--- src/rtl/sobel_frame_writer.sv ---
// ---------------------------------------------------------------------------
// sobel_frame_writer
//
// Drains the sobel output FIFO (show-ahead) and writes one frame of
// IMG_WIDTH x IMG_HEIGHT pixels into a frame-memory write port at sequential
// addresses 0 .. IMG_WIDTH*IMG_HEIGHT-1. A start pulse in IDLE arms a frame.
// After the write to the last address is accepted, frame_done pulses for one
// cycle and the block returns to IDLE.
//
// Ports
//   clock          in   rising-edge clock
//   reset          in   asynchronous, active-low reset
//   start          in   one-cycle pulse, arms a frame when idle
//   fifo_in_rd_en  out  pops the FIFO head this cycle (combinational)
//   fifo_in_dout   in   FIFO head data, valid while fifo_in_empty = 0
//   fifo_in_empty  in   FIFO has no data
//   mem_wr_en      out  write request valid (registered holding stage)
//   mem_wr_addr    out  write address
//   mem_wr_data    out  write data
//   mem_ready      in   memory accepts the request when mem_wr_en = 1
//   busy           out  high while a frame is being transferred
//   frame_done     out  one-cycle pulse after the final write is accepted
// ---------------------------------------------------------------------------
module sobel_frame_writer #(
  parameter int unsigned IMG_WIDTH  = 720,
  parameter int unsigned IMG_HEIGHT = 540,
  parameter int unsigned DWIDTH     = 8,
  parameter int unsigned ADDR_WIDTH = 20
) (
  input  logic                  clock,
  input  logic                  reset,
  input  logic                  start,
  output logic                  fifo_in_rd_en,
  input  logic [DWIDTH-1:0]     fifo_in_dout,
  input  logic                  fifo_in_empty,
  output logic                  mem_wr_en,
  output logic [ADDR_WIDTH-1:0] mem_wr_addr,
  output logic [DWIDTH-1:0]     mem_wr_data,
  input  logic                  mem_ready,
  output logic                  busy,
  output logic                  frame_done
);

  localparam int unsigned FRAME_SIZE = IMG_WIDTH * IMG_HEIGHT;
  // Counter must be able to hold FRAME_SIZE itself (the "frame complete" value).
  localparam int unsigned CNT_W      = $clog2(FRAME_SIZE + 1);

  localparam logic [CNT_W-1:0]      FRAME_PIXELS = CNT_W'(FRAME_SIZE);
  localparam logic [ADDR_WIDTH-1:0] LAST_ADDR    = ADDR_WIDTH'(FRAME_SIZE - 1);

  typedef enum logic [1:0] {
    S_IDLE = 2'd0,
    S_RUN  = 2'd1,
    S_DONE = 2'd2
  } state_t;

  state_t           state;
  state_t           next_state;
  logic [CNT_W-1:0] pop_count;
  logic             stage_free;
  logic             pop;
  logic             last_accept;

  // The holding stage can take a new pixel when it is empty or being drained now.
  assign stage_free  = ~mem_wr_en | mem_ready;

  // Pop only while running, data available, frame not yet fully popped, and room.
  assign pop = (state == S_RUN) & ~fifo_in_empty & (pop_count < FRAME_PIXELS) & stage_free;

  assign fifo_in_rd_en = pop;

  // Final write of the frame accepted by the memory this cycle.
  assign last_accept = (state == S_RUN) & mem_wr_en & mem_ready & (mem_wr_addr == LAST_ADDR);

  // Next-state decode.
  always_comb begin
    next_state = state;
    case (state)
      S_IDLE: begin
        if (start) begin
          next_state = S_RUN;
        end else begin
          next_state = S_IDLE;
        end
      end
      S_RUN: begin
        if (last_accept) begin
          next_state = S_DONE;
        end else begin
          next_state = S_RUN;
        end
      end
      S_DONE: begin
        next_state = S_IDLE;
      end
      default: begin
        next_state = S_IDLE;
      end
    endcase
  end

  // State register plus registered status outputs derived from the next state.
  always_ff @(posedge clock or negedge reset) begin
    if (!reset) begin
      state      <= S_IDLE;
      busy       <= 1'b0;
      frame_done <= 1'b0;
    end else begin
      state      <= next_state;
      busy       <= (next_state == S_RUN);
      frame_done <= (next_state == S_DONE);
    end
  end

  // Pop counter and the write holding stage (en/addr/data).
  always_ff @(posedge clock or negedge reset) begin
    if (!reset) begin
      pop_count   <= {CNT_W{1'b0}};
      mem_wr_en   <= 1'b0;
      mem_wr_addr <= {ADDR_WIDTH{1'b0}};
      mem_wr_data <= {DWIDTH{1'b0}};
    end else begin
      case (state)
        S_IDLE: begin
          mem_wr_en <= 1'b0;
          if (start) begin
            pop_count   <= {CNT_W{1'b0}};
            mem_wr_addr <= {ADDR_WIDTH{1'b0}};
          end
        end
        S_RUN: begin
          if (pop) begin
            // Refill: may coincide with acceptance of the previous pixel.
            mem_wr_en   <= 1'b1;
            mem_wr_addr <= ADDR_WIDTH'(pop_count);
            mem_wr_data <= fifo_in_dout;
            pop_count   <= pop_count + CNT_W'(1);
          end else if (stage_free) begin
            mem_wr_en <= 1'b0;
          end
          // Stage full and stalled: en/addr/data hold their values.
        end
        S_DONE: begin
          mem_wr_en <= 1'b0;
        end
        default: begin
          mem_wr_en <= 1'b0;
        end
      endcase
    end
  end

endmodule

--- config.mk ---
export PLATFORM = sky130hd
export DESIGN_NAME = sobel_frame_writer
export DESIGN_NICKNAME = d
export VERILOG_FILES = /design/src/rtl/sobel_frame_writer.sv
export SDC_FILE = /design/constraint.sdc
export NUM_CORES = 1
export LEC_CHECK = 0
export CAP_MARGIN = 20
export CELL_PAD_IN_SITES_DETAIL_PLACEMENT = 1
export CELL_PAD_IN_SITES_GLOBAL_PLACEMENT = 1
export CORE_ASPECT_RATIO = 1.25
export CORE_MARGIN = 2
export CORE_UTILIZATION = 30
export CTS_CLUSTER_SIZE = 24
export DETAILED_ROUTE_END_ITERATION = 12
export GPL_ROUTABILITY_DRIVEN = 1
export MAX_ROUTING_LAYER = met4
export PLACE_DENSITY = 0.73
export SETUP_SLACK_MARGIN = 0.5
export SLEW_MARGIN = 20
export SYNTH_ARGS = -nofsm -noshare
export SYNTH_HDL_FRONTEND = slang
export SYNTH_SLANG_ARGS = --single-unit
--- constraint.sdc ---
create_clock -name clock -period 2.8 [get_ports clock]
set_input_delay 0.56 -clock clock [delete_from_list [all_inputs] [get_ports clock]]
set_output_delay 0.56 -clock clock [all_outputs]
set_load 0.1 [all_outputs]
==> results of run 1 <==
-- cells in the final DEF, fill, tap and decap left out, types with 2 or more instances in the layout --
cell	instances
nor3_1	2
a31oi_1	3
dfrtp_2	6
nand3_1	23
clkdlybuf4s50_1	10
a21oi_1	6
inv_1	2
nor2_1	17
nand4b_1	4
xnor2_1	8
o21ai_0	4
a41o_1	3
dfrtp_1	45
a221o_1	2
a21o_1	2
and3_1	4
buf_12	2
or4_1	2
clkbuf_8	5
nand4_1	7
nand2_1	70
mux2i_1	3
buf_4	50
a2111oi_0	6
-- power by group through the flow --
stage / Clock (uW) / Sequential, uW / Combinational, uW
floorplan: 0 / 1240 / 153
global placement: 0 / 900 / 678
detailed placement: 0 / 902 / 689
CTS: 550 / 889 / 697
global route: 572 / 899 / 722
finish: 533 / 887 / 689
-- Yosys cell counts (2+ instances only) --
library cell / instances
a41o_1: 3
a21o_1: 3
mux2i_1: 3
nor3_1: 2
a31oi_1: 3
or4_1: 2
nand4b_1: 4
nand4_1: 7
buf_2: 3
clkbuf_1: 8
a2111oi_0: 6
a21oi_1: 7
a221o_1: 2
inv_1: 2
nor2_1: 17
xnor2_1: 8
dfrtp_1: 51
buf_6: 2
nand3_1: 24
o21ai_0: 4
nand2_1: 70
and3_1: 5
-- worst paths after layout --
path | startpoint | end | depth (start not counted)
worst max-delay path | pop_count[10] | fifo_in_rd_en | 5
worst min-delay path | reset | pop_count[9] | 2
worst max register to register | pop_count[10] | pop_count[6] | 7
worst min register to register | mem_wr_data[7] | mem_wr_data[7] | 2
max in group asynchronous | reset | mem_wr_en | 2
min in group clock | mem_wr_data[7] | mem_wr_data[7] | 2
-- registers in the layout, summed over array words and instances (netlist names) --
signal and flops:
state 2, frame_done 1, mem_wr_data 8, busy 1
pop_count 19, mem_wr_en 1, mem_wr_addr 19
-- layout make-up --
class,count,area (um2)
clock buffer,5,68.8
clock inverter,3,43.8
fill,916,4620
inverter,3,11.3
multi-input combinational,184,1030
sequential,51,1280
tap,95,119
timing repair buffer,64,529
-- cells by family after synthesis --
kind of cell | Yosys count | synth area share, %
buffers and inverters | 18 | 3.81
DFF | 51 | 54.0
and+or+nand+nor | 140 | 27.5
muxes | 3 | 1.27
AOI/OAI and AO/OA | 31 | 9.69
other | 1 | 0.159
adders and majority gates | 1 | 0.530
xor gates and xnor gates | 8 | 2.97
-- metrics by stage --
stage / hold WS, ns / total power [uW] / instances
finish: 0.352 / 2110 / 405
global route: 0.419 / 2190 / 405
CTS: 0.376 / 2140 / 396
detailed placement: 0.468 / 1590 / 383
global placement: 0.466 / 1580 / 383
floorplan: 0.264 / 1400 / 253
-- per-layer routing --
metal  vias to the layer above  GRT usage, %
met5                         -             -
met4                         0          6.18
met3                         8          2.62
met2                        29          27.2
met1                      1035          18.6
li1                        986             -
-- repair_timing --
item | in CTS | in global routing
pin swaps | 0 | 1
buffers inserted | 5 | 9
gates resized for setup | 9 | 5
setup endpoints to repair | 1 | 1
==> results_dict.tcl, run 1 <==
set metrics [dict create \
    yosys.area.top_type "dfrtp_1" \
    fin_area_um2 3090 \
    syn_inst 253 \
    max_stage_delay_ns 0.43 \
    insertion_delay_ns 0.32 \
    post-route-drc-count 0 \
    period_needed_ns 2.22 \
    p_seq_share_pct 42.1 \
    grt.overflow.total 0 \
    setup_tns_ns 0 \
    powerDensity_nw_per_um2 684 \
    vdd.ir_drop.worst_v 0.000284 \
    initial_core_util_pct 30.7 \
    slew_viol_final 0 \
    cp_data_arrival_time_ns 1.66 \
    routabilityCongestion 0.804 \
    fin_crit_sh_pct 79.2 \
    dp_slack_ns 0.418 \
    routed_wl_um 6510 \
    synth_area_um2 2360 \
    cts_tree "built" \
    drive_above_1_share_pct 25.5 \
    avgSynthCellArea_um2 9.34 \
    hold_viol 0 \
    synth_edf_count 0 \
    grt_pass1_wl_um 10400 \
    final-setup-viol-count 0 \
    p_leak_uw 0.00153 \
    cts_hold_buf 0 \
    cts-root-buf "clkbuf_8" \
    ys_seq_area_share_pct 54.0 \
    ios 45 \
    dpl_cell_area_um2 2830 \
    worst-path-buf-inv 2 \
    firstDrtPassIters 4 \
    critPathTopFamily "compound AO/OA/AOI/OAI gates" \
    wl_met2_um 3450 \
    tightest_slew_ns 0.665 \
    track_usage_pct 15.8 \
    place_hpwl_um 4220 \
    die-area_um2 8600 \
    wl_met1_um 2780 \
    maxCapViolCount 0 \
    syn-num-nets 267 \
    synth_area_leaders "dfrtp_1 54%, nand2_1 11%, nand3_1 5.1%" \
    h-tree-depth 2 \
    antenna_cells 0 \
    cts_sinks 51 \
    antenna_left 0 \
    routed.top_layer "met4" \
    via_count 2058 \
    clock_path_buffers 2 \
    start_kind "register" \
    grt_pass1_vias 2015 \
    swShare_pct 41.7 \
    skew_ns 0.00793 \
    crit_chain "and3_2 > a21o_4 > a21o_1 > inv_2 > buf_12" \
    row_count 36 \
    max_freq_ghz 0.451 \
    antenna_found_initial 0 \
    wl_met3_um 162 \
    comb_power_share_pct 32.7 \
    intPower_uw 1230 \
    crit_required_ns 2.24 \
    r2r_slack_ns 0.74 \
    numCtsBuffers 5 \
    grt_max_degree 52 \
    synth_cell_type_count 39 \
    rsz0062_at_grt "no" \
    slew_headroom_pct 55.6 \
    synthToLayoutAreaGrowth_pct 30.6 \
    fp.coreArea_um2 7700 \
    worst_slack_ns 0.583 \
    die_x_um 83.4 \
    synth_ff_type "dfrtp_1" \
    power_frac_clock_pct 25.3 \
    yosysWarnings 0 \
    path_max_fanout 4 \
    vias_per_cell 5.08 \
    finish.net_count 323 \
    worst_hold_path_type "in2async" \
    clk_pin_slew_ns 0.09 \
    crit_slowest_cell "dfrtp_2" \
    status "completed" \
    ys_ff_latch 51 \
    drt_iter0_drc 85 \
    cp-end-kind "output pin" \
    post_drt_wl_per_cell_um 16.1 \
    postLayoutCoreUtil_pct 40.1 \
    path_class "reg2out" \
    async_flop_share_pct 100 \
    io_buffers 43 \
    switching_power_uw 880 \
    die_y_um 103 \
    synth_top_area_share_pct 54.0 \
]
Power figures use the tool's default switching activity.
==> run 2, diff against run 1 <==
Clock period 2.8 ns to 2.2 ns, I/O delays scaled along.
==> results_dict.tcl, run 2 (synthesis results as in run 1) <==
set metrics [dict create \
    status "completed" \
    routed_wl_um 9760 \
    numCtsBuffers 5 \
    fin_crit_sh_pct 95.7 \
    final-setup-viol-count 0 \
    powerDensity_nw_per_um2 761 \
    final_cell_count_no_fill 448 \
    cp_data_arrival_time_ns 1.67 \
    vdd.ir_drop.worst_v 0.000998 \
    skew_ns 0.0180 \
    h-tree-depth 2 \
    initial_core_util_pct 30.7 \
    cp-end-kind "output pin" \
    crit_required_ns 1.76 \
    top_regs "mem_wr_addr: 19 flops, pop_count: 19 flops, mem_wr_data: 8 flops" \
    antenna_cells 0 \
    rr_worst_depth 8 \
    clock_path_buffers 2 \
    cp-startpoint "pop_count[10]" \
    via_count 2467 \
    rsz0062_at_grt "yes" \
    slew_viol_final 0 \
    r2r_slack_ns 0.10 \
    regToRegEndpoint "pop_count[12]" \
    cts_tree "built" \
    grt_pass1_vias 2472 \
    vias_per_cell 5.51 \
    antenna_left 0 \
    post-route-drc-count 0 \
    synthToLayoutAreaGrowth_pct 69.7 \
    io_buffers 43 \
    worst_slack_ns 0.0938 \
    post_drt_wl_per_cell_um 21.8 \
    place_hpwl_um 4760 \
    die_x_um 83.4 \
    antenna_found_initial 0 \
    hold_viol 0 \
    worst_hold_path_type "in2async" \
    setup_tns_ns 0 \
    insertion_delay_ns 0.35 \
    path_class "reg2out" \
    routabilityCongestion 0.763 \
    drive_above_1_share_pct 53.3 \
    row_count 36 \
    dp_slack_ns 0.0168 \
    cts-root-buf "clkbuf_8" \
    r2r_start "pop_count[10]" \
    grt.overflow.total 0 \
    final_common_cell "buf_4" \
    p_leak_uw 0.00186 \
    period_needed_ns 2.11 \
    fin_area_um2 4010 \
    max_freq_ghz 0.475 \
    path_max_fanout 2 \
    ios 45 \
    fp.coreArea_um2 7700 \
    layout_common_cells "66 x buf_4, 51 x nand2_1, 33 x dfrtp_1" \
    finish.net_count 366 \
    start_kind "register" \
    die-area_um2 8600 \
    die_y_um 103 \
    track_usage_pct 21.0 \
    firstDrtPassIters 4 \
    drt_iter0_drc 91 \
    dpl_cell_area_um2 2980 \
    cts_sinks 51 \
    grt_pass1_wl_um 13500 \
    dp.cells 397 \
    maxCapViolCount 0 \
    clk_pin_slew_ns 0.11 \
    grt_max_degree 26 \
]
run 2: cell types whose count changed in the layout (fill, tap and decap cells not counted), sizes merged:
cell	delta
dlygate4sd3	+1
clkinv	-1
clkbuf	+1
bufbuf	+1
buf	+40
inv	+1
run 2: worst max path at each step:
| stage | endpoint | slack, ns | cells after the start |
|---|---|---|---|
| finish | fifo_in_rd_en | 0.09 | 5 |
| floorplan | fifo_in_rd_en | 0.31 | 6 |
| global route | pop_count[17] | 0.05 | 10 |
| CTS | fifo_in_rd_en | 0.16 | 5 |
| global placement | pop_count[12] | 0.06 | 7 |
| detailed placement | pop_count[12] | 0.02 | 7 |
run 2: metal layers:
| metal | track usage [%] | share of wire [%] | routed length, um | up-vias |
|---|---|---|---|---|
| li1 | - | - | - | 1085 |
| met5 | - | 0 | 0 | - |
| met2 | 38.1 | 56 | 5440 | 72 |
| met3 | 3.02 | 3.6 | 352 | 25 |
| met1 | 23.7 | 37 | 3590 | 1285 |
| met4 | 8.07 | 3.8 | 372 | 0 |
run 2: worst max-delay path, stage by stage (launching register included):
cell and delay, ns:
dfrtp_2 0.43, and3_4 0.19, a21o_4 0.23, a21o_4 0.24, inv_8 0.06, buf_12 0.16
run 2: timing repair:
| item | CTS | global route |
|---|---|---|
| setup buffers | 28 | 10 |
| hold buffers | 1 | 0 |
| hold endpoints to repair | 8 | 0 |
| gates resized for setup | 79 | 41 |
| endpoints found under the setup margin | 51 | 49 |
| pin swaps | 18 | 26 |
| cloned | 3 | 1 |
run 2: cell type report:
cell class	instances	area, um2
Multi-Input combinational cell	184	1380
Clock inverter	3	47.5
Timing Repair Buffer	107	1070
Inverter	3	18.8
Sequential cell	51	1300
Clock buffer	5	68.8
Fill cell	829	3690
Tap cell	95	119
run 2: where the power goes:
part           switching [uW]  total, uW  internal, uW  leakage (uW)
sequential                122       1160          1040      0.000652
clock                     383        728           346     0.0000587
combinational             794       1160           368       0.00115
total                    1300       3050          1750       0.00186
run 2: stage by stage:
stage / hold WS (ns) / utilization (%) / total power, uW
after floorplan: 0.144 / - / 1790
after global placement: 0.318 / 38.7 / 2030
after detailed placement: 0.319 / 38.7 / 2040
after CTS: 0.494 / 48.2 / 2940
after global routing: 0.503 / 52.0 / 3160
final: 0.475 / 52.0 / 3050
